File: src/rtl/if_stage.sv
// ============================================================================
// if_stage : instruction-fetch stage (PC, IMEM request, IF/ID register)
// Optional: IF_STAGE_PERF_CNT_EN adds FETCH_CNT / WAIT_CNT counters
// Rev 1.0
// ============================================================================
`default_nettype none

module if_stage #(
    parameter int              XLEN         = 32,
    parameter logic [XLEN-1:0] RESET_VECTOR = 32'h0000_0000,
    parameter int              PC_STEP      = 4,
    parameter logic [XLEN-1:0] NOP_INSTR    = 32'h0000_0013
) (
    input  logic            CLK,
    input  logic            RESET,
    input  logic            STALL,
    input  logic            FLUSH,
    input  logic            BRANCH_TAKEN,
    input  logic [XLEN-1:0] BRANCH_TARGET,
    input  logic            IMEM_BUSYWAIT,
    input  logic [XLEN-1:0] IMEM_INSTR,
    output logic            IMEM_READ,
    output logic [XLEN-1:0] IMEM_ADDR,
    output logic [XLEN-1:0] PC,
    output logic [XLEN-1:0] IFID_PC,
    output logic [XLEN-1:0] IFID_INSTR,
    output logic            IFID_VALID
`ifdef IF_STAGE_PERF_CNT_EN
    ,
    output logic [XLEN-1:0] FETCH_CNT,
    output logic [XLEN-1:0] WAIT_CNT
`endif
);

    localparam logic [XLEN-1:0] STEP = XLEN'(PC_STEP);

    typedef enum logic [1:0] {
        BOOT  = 2'd0,
        FETCH = 2'd1,
        REDIR = 2'd2
    } state_t;

    state_t          state_q, state_d;
    logic [XLEN-1:0] pc_q, pc_d;
    logic [XLEN-1:0] pend_q, pend_d;
    logic [XLEN-1:0] ifid_pc_q, ifid_pc_d;
    logic [XLEN-1:0] ifid_instr_q, ifid_instr_d;
    logic            ifid_valid_q, ifid_valid_d;

    logic            done;
    logic            accept;
    logic [XLEN-1:0] target;

    assign done   = (state_q != BOOT) && !IMEM_BUSYWAIT;
    assign accept = (state_q == FETCH) && done && !STALL && !BRANCH_TAKEN && !FLUSH;
    assign target = BRANCH_TARGET & ~XLEN'(3);

    always_comb begin
        state_d      = state_q;
        pc_d         = pc_q;
        pend_d       = pend_q;
        ifid_pc_d    = ifid_pc_q;
        ifid_instr_d = ifid_instr_q;
        ifid_valid_d = ifid_valid_q;
        case (state_q)
            BOOT: state_d = FETCH;
            FETCH: begin
                if (BRANCH_TAKEN) begin
                    ifid_instr_d = NOP_INSTR;
                    ifid_valid_d = 1'b0;
                    if (IMEM_BUSYWAIT) begin
                        pend_d  = target;
                        state_d = REDIR;
                    end else begin
                        pc_d = target;
                    end
                end else if (FLUSH) begin
                    ifid_instr_d = NOP_INSTR;
                    ifid_valid_d = 1'b0;
                    if (done) pc_d = pc_q + STEP;
                end else if (!STALL) begin
                    if (done) begin
                        ifid_instr_d = IMEM_INSTR;
                        ifid_pc_d    = pc_q;
                        ifid_valid_d = 1'b1;
                        pc_d         = pc_q + STEP;
                    end else begin
                        ifid_valid_d = 1'b0;
                    end
                end
            end
            REDIR: begin
                // The outstanding request to the old PC completes; its data is dropped.
                if (BRANCH_TAKEN || FLUSH) begin
                    ifid_instr_d = NOP_INSTR;
                    ifid_valid_d = 1'b0;
                end
                if (BRANCH_TAKEN) begin
                    if (done) begin
                        pc_d    = target;
                        state_d = FETCH;
                    end else begin
                        pend_d = target;
                    end
                end else if (done) begin
                    pc_d    = pend_q;
                    state_d = FETCH;
                end
            end
            default: state_d = BOOT;
        endcase
    end

    always_ff @(posedge CLK or negedge RESET) begin
        if (!RESET) begin
            state_q      <= BOOT;
            pc_q         <= RESET_VECTOR;
            pend_q       <= '0;
            ifid_pc_q    <= '0;
            ifid_instr_q <= NOP_INSTR;
            ifid_valid_q <= 1'b0;
        end else begin
            state_q      <= state_d;
            pc_q         <= pc_d;
            pend_q       <= pend_d;
            ifid_pc_q    <= ifid_pc_d;
            ifid_instr_q <= ifid_instr_d;
            ifid_valid_q <= ifid_valid_d;
        end
    end

    assign IMEM_READ  = (state_q != BOOT);
    assign IMEM_ADDR  = pc_q;
    assign PC         = pc_q;
    assign IFID_PC    = ifid_pc_q;
    assign IFID_INSTR = ifid_instr_q;
    assign IFID_VALID = ifid_valid_q;

`ifdef IF_STAGE_PERF_CNT_EN
    logic [XLEN-1:0] fetch_cnt_q;
    logic [XLEN-1:0] wait_cnt_q;

    always_ff @(posedge CLK or negedge RESET) begin
        if (!RESET) begin
            fetch_cnt_q <= '0;
            wait_cnt_q  <= '0;
        end else begin
            if (accept && (fetch_cnt_q != '1))
                fetch_cnt_q <= fetch_cnt_q + XLEN'(1);
            if (IMEM_READ && IMEM_BUSYWAIT && (wait_cnt_q != '1))
                wait_cnt_q <= wait_cnt_q + XLEN'(1);
        end
    end

    assign FETCH_CNT = fetch_cnt_q;
    assign WAIT_CNT  = wait_cnt_q;
`else
    logic unused_accept;
    assign unused_accept = accept;
`endif

endmodule

`default_nettype wire

File: config.mk
export PLATFORM = sky130hd
export DESIGN_NAME = if_stage
export DESIGN_NICKNAME = d
export VERILOG_FILES = /design/src/rtl/if_stage.sv
export SDC_FILE = /design/constraint.sdc
export NUM_CORES = 1
export LEC_CHECK = 0
export CELL_PAD_IN_SITES_DETAIL_PLACEMENT = 1
export CELL_PAD_IN_SITES_GLOBAL_PLACEMENT = 1
export CORE_AREA = 2 2 134 136
export DETAILED_ROUTE_END_ITERATION = 10
export DIE_AREA = 0 0 136 138
export PLACE_DENSITY_LB_ADDON = 0.1
export SLEW_MARGIN = 5
export SYNTH_ARGS = -nofsm -noshare
export SYNTH_HDL_FRONTEND = slang
export SYNTH_SLANG_ARGS = --single-unit
File: constraint.sdc
create_clock -name CLK -period 4.04 [get_ports CLK]
set_input_delay 0.808 -clock CLK [delete_from_list [all_inputs] [get_ports CLK]]
set_output_delay 0.808 -clock CLK [all_outputs]
set_load 0.02 [all_outputs]
==> impl_metrics.toml <==
[route]
antenna_violating_nets_post_route = 0
via_count = 5360
drc_errors = 0
firstDrtPassIters = 4
detail_route.wl_per_cell_um = 18.76
final_routed_wirelength_mm = 19.10
detail_route.vias_per_cell = 5.265
detailedRoute.firstIterationViolations = 268

[sta]
timing_worst_slew_pin_value_ns = 1.073
drv_slew = 0
finalHoldWorstSlack_ns = 0.4783
finalCritPeriodShare = 0.6915
rsz0062_at_grt = "no"
final-hold-violation-count = 0
maxSlewHeadroom = 0.2848
clock_period_minus_final_worst_setup_slack_ns = 2.794
max_clock_freq_mhz = 357.9
setup_viol_count_final = 0
tns_ns = 0
clock-skew-final_ns = 0.008365

[clock_network]
clock_latency_ns = 0.42
cts_resized = 0
cts_made_buffers = 17
clock_input_transition_at_the_sequential_cells_of_the_worst_setup_and_hold_paths_ns = 0.06
htree_levels = 4
clockBufferDepth = 2
root_buffer = "sky130_fd_sc_hd__clkbuf_16"
clock_sink_count = 125
cts_hold_repair.buffers = 0
post_cts_buffers = 0
cts_tree = "built"

[global_routing]
grt_pass1_vias = 5920
grt_pass1_wl_mm = 31.66
grt_antenna_before_repair = 0
grt.overflow.total = 0
grt.total_usage = 0.2137
grt_start_max_net_pins = 111

[power]
p_leak_nw = 3.762
power.density_cell_area_nw_per_um2 = 842.6
internal-power_mw = 4.566
net_switching_share_of_the_total_power = 0.3945
power.clock.fraction = 0.218
ir_worst_vdd_uv = 376.8
comb_power_share = 0.474
switchingPower_mw = 2.975
power.share.sequential = 0.309
post-layout-total-power_mw = 7.541

[layout]
final_cell_area_um2 = 8950
antenna_cells = 0
fin_nets = 851
drive_gt1_frac = 0.1508
area_delta_synth_final_pct = 38.89
final_core_util = 0.5104

[critical_path]
endpoint_kind = "register"
r2r-end = "pend_q[25]"
critPathKind = "primary input to register"
r2r.worst_path.cells = 8
rr_startpoint = "state_q[0]"
cp.arrival_ns = 3.13
worst-r2r-setup-slack_ns = 1.25
worstSetupStartpointType = "primary input"
crit_fanout = 32
cp_data_required_time_ns = 4.37

[logic_synthesis]
synth_compound_gate_area_share = 0.1550
synth_largest_type_area_fraction = 0.4738
syn-instance-count = 626
synthTopCellsByCount = "sky130_fd_sc_hd__dfrtp_1, sky130_fd_sc_hd__nand2_1, sky130_fd_sc_hd__o21ai_0"
synth-warning-count = 0
ys_seq_area_frac = 0.4860
post_synth_and_or_nand_nor_area_fraction = 0.1408
mappedNetlistArea_um2 = 6444
async_reset_ff_frac = 1.000
synthTopCellsByArea = "sky130_fd_sc_hd__dfrtp_1, sky130_fd_sc_hd__mux2_4, sky130_fd_sc_hd__mux2_2"
ys_types = 69
synth.largest_area_cell = "sky130_fd_sc_hd__dfrtp_1"
yosys.cell_count.top_type = "sky130_fd_sc_hd__dfrtp_1"
synth-adder-area-share = 0.009709
post_synth_mux_area_share = 0.1227
synth-main-ff-cell = "sky130_fd_sc_hd__dfrtp_1"
combinational_family_with_the_most_area_after_synthesis = "compound AO/OA/AOI/OAI gates"
synth_seq_cells = 125
syn_avg_cell_area_um2 = 10.29
count_of_flip_flops_with_a_built_in_enable_after_synthesis = 0
synth-xor-area-share = 0.002718

[die]
fp.dieH_um = 138
pin_count = 200
rows = 49
chipWidth_um = 136
core-area_um2 = 17530
floorplan.die_area_um2 = 18770
initial_core_util = 0.3675

[placement]
dpl_cell_area_um2 = 8314
gp_congestion = 0.7771
dp.final_hpwl_mm = 12.95
io_buffer_count = 191

[hold_path]
hold_path_depth = 2
timing.hold.worst.class = "register to register"
min_delay_worst_endpoint = "IFID_INSTR[31]"
worst_hold_startpoint = "IFID_INSTR[31]"

[run_status]
outcome = "complete, no violations"

[flow_run]
timing.max_cap.violations = 0
registers in the layout, indices dropped and copies added, names as in the netlist:
name and count:
IFID_INSTR 32, IFID_PC 30, IFID_VALID 1, IMEM_ADDR 30, pend_q 30, state_q 2
critical path: stages:
cell and delay, ns:
sky130_fd_sc_hd__clkdlybuf4s50_1 0.50, sky130_fd_sc_hd__nor2_1 0.49, sky130_fd_sc_hd__o2111ai_4 0.54, sky130_fd_sc_hd__buf_4 0.42, sky130_fd_sc_hd__a21oi_1 0.14, sky130_fd_sc_hd__nor2_1 0.05, sky130_fd_sc_hd__a31oi_1 0.17
layer usage:
metal,part of all wire,GRT usage
met5,0,0
met3,0.049,0.04950
met2,0.50,0.3652
met1,0.43,0.2648
met4,0.018,0.07072
cells by family (layout without fill, tap and decap cells):
kind of cell               count (synthesis)  after routing
and+or+nand+nor                          181            181
xor gates and xnor gates                   2              2
other                                      1              6
DFF                                      125            125
muxes                                     62             62
adders and majority gates                  5              5
buffers and inverters                     90            248
AOI/OAI and AO/OA                        160            160
placed cells by master (no fill, tap or decap), types with 6 or more instances in the layout:
| master | count |
|---|---|
| sky130_fd_sc_hd__nand2_1 | 91 |
| sky130_fd_sc_hd__nand3_1 | 10 |
| sky130_fd_sc_hd__dfrtp_1 | 122 |
| sky130_fd_sc_hd__clkbuf_16 | 17 |
| sky130_fd_sc_hd__clkdlybuf4s50_1 | 190 |
| sky130_fd_sc_hd__nor2_1 | 26 |
| sky130_fd_sc_hd__mux2_4 | 26 |
| sky130_fd_sc_hd__buf_4 | 11 |
| sky130_fd_sc_hd__nand4_1 | 12 |
| sky130_fd_sc_hd__conb_1 | 6 |
| sky130_fd_sc_hd__and2_1 | 6 |
| sky130_fd_sc_hd__mux2_2 | 32 |
| sky130_fd_sc_hd__a21oi_1 | 36 |
| sky130_fd_sc_hd__o22ai_1 | 8 |
| sky130_fd_sc_hd__a22oi_1 | 7 |
| sky130_fd_sc_hd__o21ai_0 | 59 |
| sky130_fd_sc_hd__inv_1 | 13 |
cell type report:
cell class	count	area, µm²
repair buffers	203	2016
clock buffers	22	474.2
inverters	13	48.80
clock inverters	10	161.4
fillers	1908	8584
flip-flops and latches	125	3132
multi-input cells	416	2831
well taps	229	286.5
per-stage QoR:
stage,worst slack (ns),cells
CTS,1.217,1018
global route,1.049,1018
finish,1.246,1018
floorplan,1.869,631
global placement,0.8931,986
detailed placement,0.7997,986
power by group through the flow:
stage / Combinational, mW / Sequential [mW] / Clock [mW]
floorplan: 1.94 / 2.60 / 0
global placement: 3.51 / 2.30 / 0
detailed placement: 3.60 / 2.35 / 0
CTS: 3.62 / 2.34 / 1.68
global route: 3.86 / 2.42 / 1.74
finish: 3.57 / 2.33 / 1.64
how the worst max path moves through the flow:
stage / from / endpoint / slack, ns / cells after the start
2_1_floorplan: BRANCH_TAKEN / IFID_PC[10] / 1.87 / 7
3_3_place_gp: IMEM_BUSYWAIT / IMEM_ADDR[8] / 0.89 / 7
3_5_place_dp: IMEM_BUSYWAIT / IMEM_ADDR[8] / 0.80 / 7
4_1_cts: IMEM_BUSYWAIT / IMEM_ADDR[8] / 1.22 / 7
5_1_grt: state_q[0] / IMEM_ADDR[8] / 1.05 / 8
6_report: IMEM_BUSYWAIT / IMEM_ADDR[8] / 1.25 / 7
Power figures use the tool's default switching activity.
